--- src/rtl/fetch_redirect_ctrl.sv ---
// Fetch redirect controller: boot hold, trap/branch/jump arbitration, pending redirect capture and wrong-path shadow.
// Optional REDIRECT_STATS_EN adds per-kind applied-redirect counters.
module fetch_redirect_ctrl #(
   parameter int WIDTH         = 32,
   parameter int BOOT_CYCLES   = 4,
   parameter int SHADOW_CYCLES = 2
) (
   input  logic             clk,
   input  logic             rst,
   input  logic             br_taken,
   input  logic [WIDTH-1:0] br_target,
   input  logic             jmp_valid,
   input  logic [WIDTH-1:0] jmp_target,
   input  logic             trap_req,
   input  logic [WIDTH-1:0] trap_vec,
   input  logic             load_use,
   input  logic             imem_ready,
   output logic             pc_en,
   output logic [1:0]       pc_sel,
   output logic [WIDTH-1:0] target,
   output logic             flush_if_id,
   output logic             flush_id_ex,
   output logic             trap_ack
`ifdef REDIRECT_STATS_EN
   ,
   output logic [31:0]      stat_trap,
   output logic [31:0]      stat_branch,
   output logic [31:0]      stat_jump
`endif
);

   localparam logic [1:0] ST_BOOT   = 2'd0;
   localparam logic [1:0] ST_RUN    = 2'd1;
   localparam logic [1:0] ST_SHADOW = 2'd2;

   localparam logic [1:0] KIND_JMP  = 2'd1;
   localparam logic [1:0] KIND_BR   = 2'd2;
   localparam logic [1:0] KIND_TRAP = 2'd3;

   localparam int SW = (SHADOW_CYCLES > 1) ? $clog2(SHADOW_CYCLES + 1) : 1;
   localparam logic [3:0]    BOOT_LAST   = 4'(BOOT_CYCLES - 1);
   localparam logic [SW-1:0] SHADOW_LOAD = SW'(SHADOW_CYCLES);

   logic [1:0]       r_state;
   logic [3:0]       r_bootCnt;
   logic [SW-1:0]    r_shadowCnt;
   logic             r_pendValid;
   logic [1:0]       r_pendKind;
   logic [WIDTH-1:0] r_pendAddr;

   logic             w_active;
   logic             w_sel;
   logic             w_selNew;
   logic [1:0]       w_selKind;
   logic [WIDTH-1:0] w_selAddr;
   logic             w_apply;
   logic             w_capture;

   assign w_active = (r_state != ST_BOOT);

   // A held trap outranks a fresh branch; a held redirect outranks a fresh jump.
   always_comb begin
      w_sel     = 1'b0;
      w_selNew  = 1'b0;
      w_selKind = KIND_JMP;
      w_selAddr = '0;
      if (w_active) begin
         if (trap_req) begin
            w_sel     = 1'b1;
            w_selNew  = 1'b1;
            w_selKind = KIND_TRAP;
            w_selAddr = trap_vec;
         end else if (br_taken && !(r_pendValid && (r_pendKind == KIND_TRAP))) begin
            w_sel     = 1'b1;
            w_selNew  = 1'b1;
            w_selKind = KIND_BR;
            w_selAddr = br_target;
         end else if (r_pendValid) begin
            w_sel     = 1'b1;
            w_selKind = r_pendKind;
            w_selAddr = r_pendAddr;
         end else if (jmp_valid && (r_state == ST_RUN)) begin
            w_sel     = 1'b1;
            w_selNew  = 1'b1;
            w_selKind = KIND_JMP;
            w_selAddr = jmp_target;
         end
      end
   end

   assign w_apply   = w_sel & imem_ready;
   assign w_capture = w_sel & ~imem_ready & w_selNew;

   always_comb begin
      pc_en       = 1'b0;
      pc_sel      = 2'b00;
      target      = '0;
      flush_if_id = 1'b0;
      flush_id_ex = 1'b0;
      trap_ack    = 1'b0;
      if (w_apply) begin
         pc_en       = 1'b1;
         pc_sel      = 2'b10;
         target      = w_selAddr;
         flush_if_id = 1'b1;
         flush_id_ex = (w_selKind != KIND_JMP);
         trap_ack    = (w_selKind == KIND_TRAP);
      end else if (w_capture) begin
         flush_if_id = 1'b1;
         flush_id_ex = (w_selKind != KIND_JMP);
      end else if (w_sel) begin
         flush_id_ex = load_use;
      end else if (w_active) begin
         pc_en       = imem_ready & ~load_use;
         flush_id_ex = load_use;
      end
   end

   always_ff @(posedge clk or posedge rst) begin
      if (rst) begin
         r_state     <= ST_BOOT;
         r_bootCnt   <= '0;
         r_shadowCnt <= '0;
         r_pendValid <= 1'b0;
         r_pendKind  <= KIND_JMP;
         r_pendAddr  <= '0;
      end else if (r_state == ST_BOOT) begin
         if (r_bootCnt == BOOT_LAST) begin
            r_state <= ST_RUN;
         end else begin
            r_bootCnt <= r_bootCnt + 4'd1;
         end
      end else if (w_apply) begin
         r_pendValid <= 1'b0;
         r_shadowCnt <= SHADOW_LOAD;
         r_state     <= (SHADOW_CYCLES == 0) ? ST_RUN : ST_SHADOW;
      end else begin
         if (w_capture) begin
            r_pendValid <= 1'b1;
            r_pendKind  <= w_selKind;
            r_pendAddr  <= w_selAddr;
         end
         // The shadow window keeps counting down while a redirect waits for imem.
         if (r_state == ST_SHADOW) begin
            if (r_shadowCnt <= SW'(1)) begin
               r_shadowCnt <= '0;
               r_state     <= ST_RUN;
            end else begin
               r_shadowCnt <= r_shadowCnt - SW'(1);
            end
         end
      end
   end

`ifdef REDIRECT_STATS_EN
   always_ff @(posedge clk or posedge rst) begin
      if (rst) begin
         stat_trap   <= '0;
         stat_branch <= '0;
         stat_jump   <= '0;
      end else if (w_apply) begin
         if (w_selKind == KIND_TRAP) stat_trap   <= stat_trap + 32'd1;
         if (w_selKind == KIND_BR)   stat_branch <= stat_branch + 32'd1;
         if (w_selKind == KIND_JMP)  stat_jump   <= stat_jump + 32'd1;
      end
   end
`endif

endmodule

--- config.mk ---
export PLATFORM = sky130hd
export DESIGN_NAME = fetch_redirect_ctrl
export DESIGN_NICKNAME = d
export VERILOG_FILES = /design/src/rtl/fetch_redirect_ctrl.sv
export SDC_FILE = /design/constraint.sdc
export NUM_CORES = 1
export LEC_CHECK = 0
export BUFFER_PORTS_ARGS = -buffer_cell sky130_fd_sc_hd__buf_2
export CORE_ASPECT_RATIO = 2
export CORE_MARGIN = 4
export CORE_UTILIZATION = 47
export DETAILED_ROUTE_END_ITERATION = 10
export GPL_TIMING_DRIVEN = 0
export PLACE_DENSITY = 0.81
export SETUP_SLACK_MARGIN = 0.05
export SLEW_MARGIN = 20
export SYNTH_ARGS = -nofsm -noshare
export SYNTH_HDL_FRONTEND = slang
export SYNTH_SLANG_ARGS = --single-unit
--- constraint.sdc ---
create_clock -name clk -period 2.1 [get_ports clk]
set_clock_uncertainty 0.15 [all_clocks]
set_input_delay 0.21 -clock clk [delete_from_list [all_inputs] [get_ports clk]]
set_output_delay 0.21 -clock clk [all_outputs]
set_load 0.02 [all_outputs]
==> results of run 1 <==
logic make-up after synthesis:
kind of cell / Yosys count
XOR/XNOR: 2
other: 1
AO/OA/AOI/OAI: 82
flip-flops: 43
AND/OR/NAND/NOR: 162
multiplexers: 2
buffers and inverters: 43
adder cells (fa/ha/maj): 1
layout by cell type, fill, tap and decap left out, drive strengths merged, types with 2 or more instances in the layout:
| master | instances |
|---|---|
| o221a | 32 |
| o21ai | 6 |
| nor2 | 5 |
| nand2 | 46 |
| clkbuf | 15 |
| mux2 | 2 |
| nor2b | 2 |
| nand3 | 68 |
| buf | 199 |
| a21oi | 5 |
| inv | 6 |
| nor3b | 2 |
| dfrtp | 42 |
| a32o | 32 |
| and3 | 33 |
| or2 | 2 |
layout make-up:
| cell class | count | area share |
|---|---|---|
| clock buffer | 6 | 0.02517 |
| tap | 86 | 0.02101 |
| timing repair buffer | 173 | 0.2546 |
| clock inverter | 2 | 0.002443 |
| sequential | 43 | 0.2108 |
| inverter | 6 | 0.004886 |
| multi-input combinational | 251 | 0.4092 |
| buffer | 36 | 0.07183 |
flip-flops by register name, indices dropped and copies added (netlist names):
| name | count |
|---|---|
| r_pendAddr | 32 |
| r_pendValid | 1 |
| r_bootCnt | 4 |
| r_state | 2 |
| r_pendKind | 2 |
| r_shadowCnt | 2 |
repair_timing:
| item | CTS | global route |
|---|---|---|
| buffers inserted | 16 | 8 |
| setup endpoints to repair | 37 | 70 |
| gates resized for setup | 176 | 43 |
| hold buffers | 1 | 0 |
| gates cloned | 5 | 4 |
| endpoints found under the hold margin | 21 | 0 |
| pin swaps | 12 | 3 |
worst min-delay path by stage:
stage	end	from	cells after the start	slack [ns]
detailed placement	r_state[1]$_DFFE_PP0P_	rst	2	0.12
floorplan	r_shadowCnt[1]$_DFFE_PP0P_	imem_ready	2	0.23
finish	r_pendAddr[18]$_DFFE_PP0P_	jmp_target[18]	4	0.20
global route	r_pendAddr[16]$_DFFE_PP0P_	jmp_target[16]	4	0.22
CTS	r_pendValid$_DFFE_PP0P_	imem_ready	4	0.16
global placement	r_pendAddr[20]$_DFFE_PP0P_	r_pendAddr[20]$_DFFE_PP0P_	1	0.32
critical path: cells and delay by family (launching register included):
| kind | cells | cell delay, ns |
|---|---|---|
| compound gates | 1 | 0.22 |
| buf+inv | 3 | 0.43 |
| simple gates | 3 | 0.42 |
| flops | 1 | 0.56 |
metrics by stage:
step                cell area, um2  hold slack [ns]
floorplan                     3013           0.2316
global placement              3816           0.3225
detailed placement            3844           0.1219
CTS                           4778           0.1559
global route                  5121           0.2191
finish                        5121           0.1980
power groups by stage:
stage	clock, W	sequential (W)	combinational (W)
floorplan	0	0.00141	0.00214
global placement	0	0.00144	0.00286
detailed placement	0	0.00147	0.00293
CTS	0.000777	0.00145	0.00397
global route	0.000812	0.00153	0.00488
finish	0.000780	0.00151	0.00463
metal layers:
layer,part of all wire,track usage
met5,0,0
met4,0.069,0.1841
met3,0.077,0.06209
met2,0.52,0.5667
met1,0.33,0.3485
==> results by group, run 1 <==
Run status
  • Status: finished, violations left
  • Violated checks: setup timing

STA
  • Total negative setup slack: -4.678 ns
  • Period minus WS final: ~2.3 ns
  • Worst relative slew slack: 0.6401
  • Max Freq: between 0.4 and 0.5 GHz
  • Final Max Tran Viols: 0
  • Tcrit/Tclk final: 1.087
  • Slew at the pin with the worst max-slew slack: 0.5391 ns
  • Fin. Hold Viols: 0
  • RSZ-0062 raised after global routing: true
  • Final Setup Violations: 51
  • Setup slack after layout: -0.1831 ns

Worst setup path
  • Worst setup path endpoint: target[26]
  • Crit path max fanout: 6
  • R2r worst-path depth: 7
  • Crit path DAT: about 1.9 ns
  • Reg2reg start: r_pendKind[0]$_DFFE_PP1P_
  • FF-to-FF setup slack: -0.03 ns
  • Required time worst endpoint: 1.74 ns
  • CP Capture Type: output port
  • Reg2reg end: r_pendKind[1]$_DFFE_PP0P_
  • Slowest CP cell: dfstp_2
  • Kind of critical path: flop to output port
  • Worst setup SP type: flop
  • Slowest Stage Delay on Critical Path: 0.56 ns
  • Crit path cell chain: nand3_4 > a21oi_4 > buf_12 > buf_4 > nand3_1 > and3_4 > buf_6
  • Critical Path Start: r_pendKind[0]$_DFFE_PP1P_

Synthesis
  • Mux cell area share after synthesis: 0.007475
  • Synth Area in Compound Gates: 0.2699
  • Distinct cells, synth: 42
  • YS warnings: 0
  • Post-synth EDFFs: 0
  • Synth top area share: 0.3488
  • Asr flop ratio synth: 1.000
  • Synth Area in Simple Gates: 0.2741
  • Post-synth top area cell: dfrtp_1
  • Cells after Synth: 336
  • Synth Cell Area: 3013 um2
  • Top FF cell, synth: dfrtp_1
  • Seq cells post-synth: between 40 and 50
  • Average size of a mapped cell: 8.967 um2
  • Commonest cells in the netlist: 67 x nand3_1, 44 x nand2_1, 42 x dfrtp_1
  • Syn nets: 440
  • Synth top area cells: dfrtp_1 35%, nand3_1 11%, o221a_2 11%
  • Post-synthesis xor/xnor area fraction: 0.005814
  • Largest family of logic cells by synthesized area: simple AND/OR/NAND/NOR gates
  • Synthesized-area fraction occupied by adder cells: 0.004153
  • Most common cell in the netlist: nand3_1
  • Register area share after synthesis: 0.3576

Power
  • Leak: 2.306 nW
  • Psw: 0.002957 W
  • Pwr Density: 1352 nW/um2
  • Switching Fraction: 0.4271
  • Sequential power share: 0.218
  • Clock share of power: 0.113
  • Peak VDD IR: 0.0008161 V
  • Power share of the combinational group: 0.669
  • Total power: 0.006924 W
  • Internal Pwr Total: 0.003966 W

Global route
  • Number of global-route vias before repair: 3951
  • Antenna violations before repair: 0
  • First-pass GRT wire length: 19440 um
  • Total global-route track usage: 0.3208
  • Largest net degree at the start of global routing: 23
  • Grt ovf: 0

Place
  • Dpl hpwl: 7867 um
  • Gpl congestion: 0.8668
  • Placed cell count: about 560
  • I/O Buffers: 139
  • Post-Place Setup Slack: -0.1031 ns

Floorplanning
  • Die height: 121.2 um
  • Initial Utilization: 0.4814
  • Top-Level Pins: 141
  • Rows: 41
  • Die area: about 7800 um2
  • Die width: 64.62 um
  • Core box area: about 6300 um2

Clocking
  • CTS tree: yes
  • CTS max path bufs: 2
  • CTS Buf Count: 5
  • CTS root buffer: clkbuf_16
  • Worst-Skew Late Latency: ~0.29 ns
  • CTS clk-pin slew, worst paths: 0.06 ns
  • Clock Sinks: 43
  • H-tree depth: 2

Cells and area
  • Area occupied by multi-input gates: around 2100 um2
  • Area delta synth->final: 69.98%
  • FF+latch area: 1080 um2
  • Nets: 620
  • Finished Layout Cells: 603
  • Fillers: 321
  • Ratio of cells with drive above 1 in the final layout: 0.6132
  • Antenna cell count: 0
  • Post-route core utilization: 0.8183

Drt
  • Pre-antenna DRT Iters: 5
  • DRC Markers: 0
  • DRT iter0 DRCs: 370
  • Via count: 4013
  • Post-DRT Antenna Nets: 0
  • Wirelength per Cell: ~23 um
  • Routed WL: roughly 14000 um
  • Vias per cell: 6.655

Min path
  • HP Class: input pin to flop

Job
  • Max-capacitance violation count: 0
(Power assumes the default switching activity.)
==> run 2: changes to the inputs <==
--- a/config.mk
+++ b/config.mk
@@ -5,13 +5,13 @@
 export SDC_FILE = /design/constraint.sdc
 export NUM_CORES = 1
 export LEC_CHECK = 0
-export BUFFER_PORTS_ARGS = -buffer_cell sky130_fd_sc_hd__buf_2
 export CORE_ASPECT_RATIO = 2
 export CORE_MARGIN = 4
-export CORE_UTILIZATION = 47
+export CORE_UTILIZATION = 55
 export DETAILED_ROUTE_END_ITERATION = 10
+export DONT_BUFFER_PORTS = 1
 export GPL_TIMING_DRIVEN = 0
-export PLACE_DENSITY = 0.81
+export PLACE_DENSITY = 0.7
 export SETUP_SLACK_MARGIN = 0.05
 export SLEW_MARGIN = 20
 export SYNTH_ARGS = -nofsm -noshare
==> run 2 against run 1 <==
- the flow still finishes with violations (setup timing)
- register-to-register slack better by 0.04 ns
- first-iteration DRC count shrank 20%
- critical path depth fell by 2
- clock power fell by 23%
- die area shrank 13%
- via count decreased by 20%
- cell area fell by 18%
- worst setup slack improved by 0.11 ns
- power shrank 14%
- clock-buffer cell count increased by 2
- critical path type unchanged
- critical endpoint is now target[13]
- largest cell class unchanged
==> results by group, run 2 (synthesis results as in run 1) <==
Global route
  • Antenna violations before repair: 0
  • Total global-route track usage: 0.3272
  • First-pass GRT wire length: 16780 um
  • Largest net degree at the start of global routing: 32
  • Number of global-route vias before repair: 3327
  • Grt ovf: 0

Drt
  • Vias per cell: 7.391
  • Via count: 3230
  • DRC Markers: 0
  • Wirelength per Cell: 26.28 um
  • Routed WL: between 10000 and 15000 um
  • Post-DRT Antenna Nets: 0
  • DRT iter0 DRCs: just under 300
  • Pre-antenna DRT Iters: 5

STA
  • Final Setup Violations: 34
  • Max Freq: 0.4601 GHz
  • Period minus WS final: about 2.2 ns
  • Slew at the pin with the worst max-slew slack: approximately 0.75 ns
  • Worst relative slew slack: 0.5017
  • Hold WS: 0.01983 ns
  • Tcrit/Tclk final: 1.035
  • Fin. Hold Viols: 0
  • Final Max Tran Viols: 0
  • Setup slack after layout: -0.07337 ns
  • RSZ-0062 raised after global routing: true

Job
  • Max-capacitance violation count: 0

Power
  • Internal Pwr Total: 0.003347 W
  • Sequential power share: 0.250
  • Pwr Density: 1412 nW/um2
  • Peak VDD IR: 0.001022 V
  • Power share of the combinational group: 0.649
  • Total power: 0.005942 W
  • Leak: 1.686 nW
  • Psw: about 0.0026 W
  • Switching Fraction: 0.4368
  • Clock share of power: 0.101

Min path
  • Hold endpoint: r_pendKind[1]$_DFFE_PP0P_
  • HP Class: input pin to flop
  • Worst Hold Depth: 3
  • Hold path start: trap_req

Cells and area
  • Finished Layout Cells: approximately 440
  • Area delta synth->final: 39.66%
  • Most flop-heavy register: r_pendAddr
  • Post-Layout Inst Area: 4208 um2
  • Number of flip-flops under the largest register name: 32
  • Ratio of cells with drive above 1 in the final layout: 0.4459
  • FF+latch area: 1080 um2
  • Fillers: 331
  • Nets: between 400 and 500
  • Most common cell after layout, fill and taps aside: nand3_1
  • Antenna cell count: 0
  • Most frequent cells in the layout: 51 x nand3_1, 44 x nand2_1, 40 x dfrtp_1
  • Largest regs: r_pendAddr: 32 flops, r_bootCnt: 4 flops
  • Area occupied by multi-input gates: 2208 um2

Worst setup path
  • Crit path DAT: 1.81 ns
  • Slowest Stage Delay on Critical Path: ~0.58 ns
  • CP dominant cell by count: nand3_4
  • Reg2reg start: r_pendKind[0]$_DFFE_PP1P_
  • R2r worst-path depth: 7
  • Crit path max fanout: 10
  • FF-to-FF setup slack: approximately 0.010 ns
  • Reg2reg end: r_pendAddr[18]$_DFFE_PP0P_
  • Critical path buffers and inverters: 1
  • Required time worst endpoint: 1.74 ns
  • Worst setup SP type: flop
  • Slowest CP cell: dfstp_2
  • Crit path cell chain: nand3_4 > nand3_4 > buf_8 > o221a_1 > and3_4
  • Worst path top cell family by delay: flip-flops
  • CP Capture Type: output port
  • Kind of critical path: flop to output port

Place
  • Placed cell areas: roughly 3100 um2
  • Dpl hpwl: 7128 um
  • Gpl congestion: ~0.88
  • Placed cell count: between 300 and 400
  • Post-Place Setup Slack: -0.1355 ns
  • I/O Buffers: 0

Floorplanning
  • Die area: 6798 um2
  • Rows: 37
  • Die height: roughly 110 um
  • Core box area: 5231 um2
  • Top-Level Pins: 141
  • Die width: 60.34 um
  • Initial Utilization: 0.5759

Clocking
  • Clock Sinks: 43
  • CTS root buffer: clkbuf_8
  • Worst-Skew Late Latency: approximately 0.30 ns
  • H-tree depth: 2
  • CTS Buf Count: 5
  • CTS max path bufs: 2
  • CTS clk-pin slew, worst paths: 0.08 ns
  • CTS tree: yes

Run status
  • Violated checks: setup timing
  • Status: finished, violations left
run 2: changes by cell type in the layout (fill, tap and decap cells not counted), moves of 5 or more:
cell       change
buf_2        -102
buf_6         -33
clkbuf_16      -8
clkbuf_8       +7
nand3_1        +5
nand3_2        -6
o221a_2       -17
o221a_4       +17
run 2: what timing repair did:
action                                  in CTS  in global routing
gates cloned                                 7                  0
buffers inserted                            14                 12
hold endpoints to repair                    44                  0
resized for setup                          150                 42
hold buffers                                 3                  0
endpoints found under the setup margin      37                 70
pin swaps                                   18                 28
run 2: power groups by stage:
stage	Clock (W)	Combinational, W	Sequential [W]
after floorplan	0	0.00214	0.00141
after global placement	0	0.00260	0.00145
after detailed placement	0	0.00265	0.00147
after CTS	0.000605	0.00347	0.00146
after global routing	0.000638	0.00408	0.00153
final	0.000599	0.00386	0.00149
run 2: how the worst max path moves through the flow:
stage	from	to	slack (ns)	cells after the start
global placement	r_pendValid$_DFFE_PP0P_	flush_id_ex	-0.14	5
floorplan	r_state[1]$_DFFE_PP0P_	flush_id_ex	0.14	4
global route	r_pendKind[0]$_DFFE_PP1P_	target[26]	-0.14	5
detailed placement	r_pendValid$_DFFE_PP0P_	flush_id_ex	-0.14	5
finish	r_pendKind[0]$_DFFE_PP1P_	target[13]	-0.07	5
CTS	r_pendKind[0]$_DFFE_PP1P_	target[13]	-0.08	5
run 2: tightest hold or removal path: cells and delay by family:
family / cells / cell delay, ns
AO/OA/AOI/OAI: 1 / 0.07
AND/OR/NAND/NOR: 1 / 0.05
multiplexers: 1 / 0.12
run 2: layout make-up:
type	instances	area share
Buffer	35	0.08207
Clock buffer	8	0.02379
Tap cell	58	0.01725
Inverter	6	0.005947
Timing Repair Buffer	37	0.08950
Multi-Input combinational cell	250	0.5248
Sequential cell	43	0.2566
run 2: stage by stage:
stage                     TNS [ns]  utilization
after floorplan                  0            -
after global placement      -1.166       0.5898
after detailed placement    -1.854       0.5936
after CTS                  -0.9999       0.7525
after global routing        -4.448       0.8044
final                       -1.629       0.8044
run 2: per-layer routing:
layer / up-vias / GRT usage / share of wire
li1: 1395 / - / -
met5: - / 0 / 0
met1: 1594 / 0.3355 / 0.33
met3: 35 / 0.09206 / 0.092
met2: 206 / 0.5643 / 0.55
met4: 0 / 0.1849 / 0.035
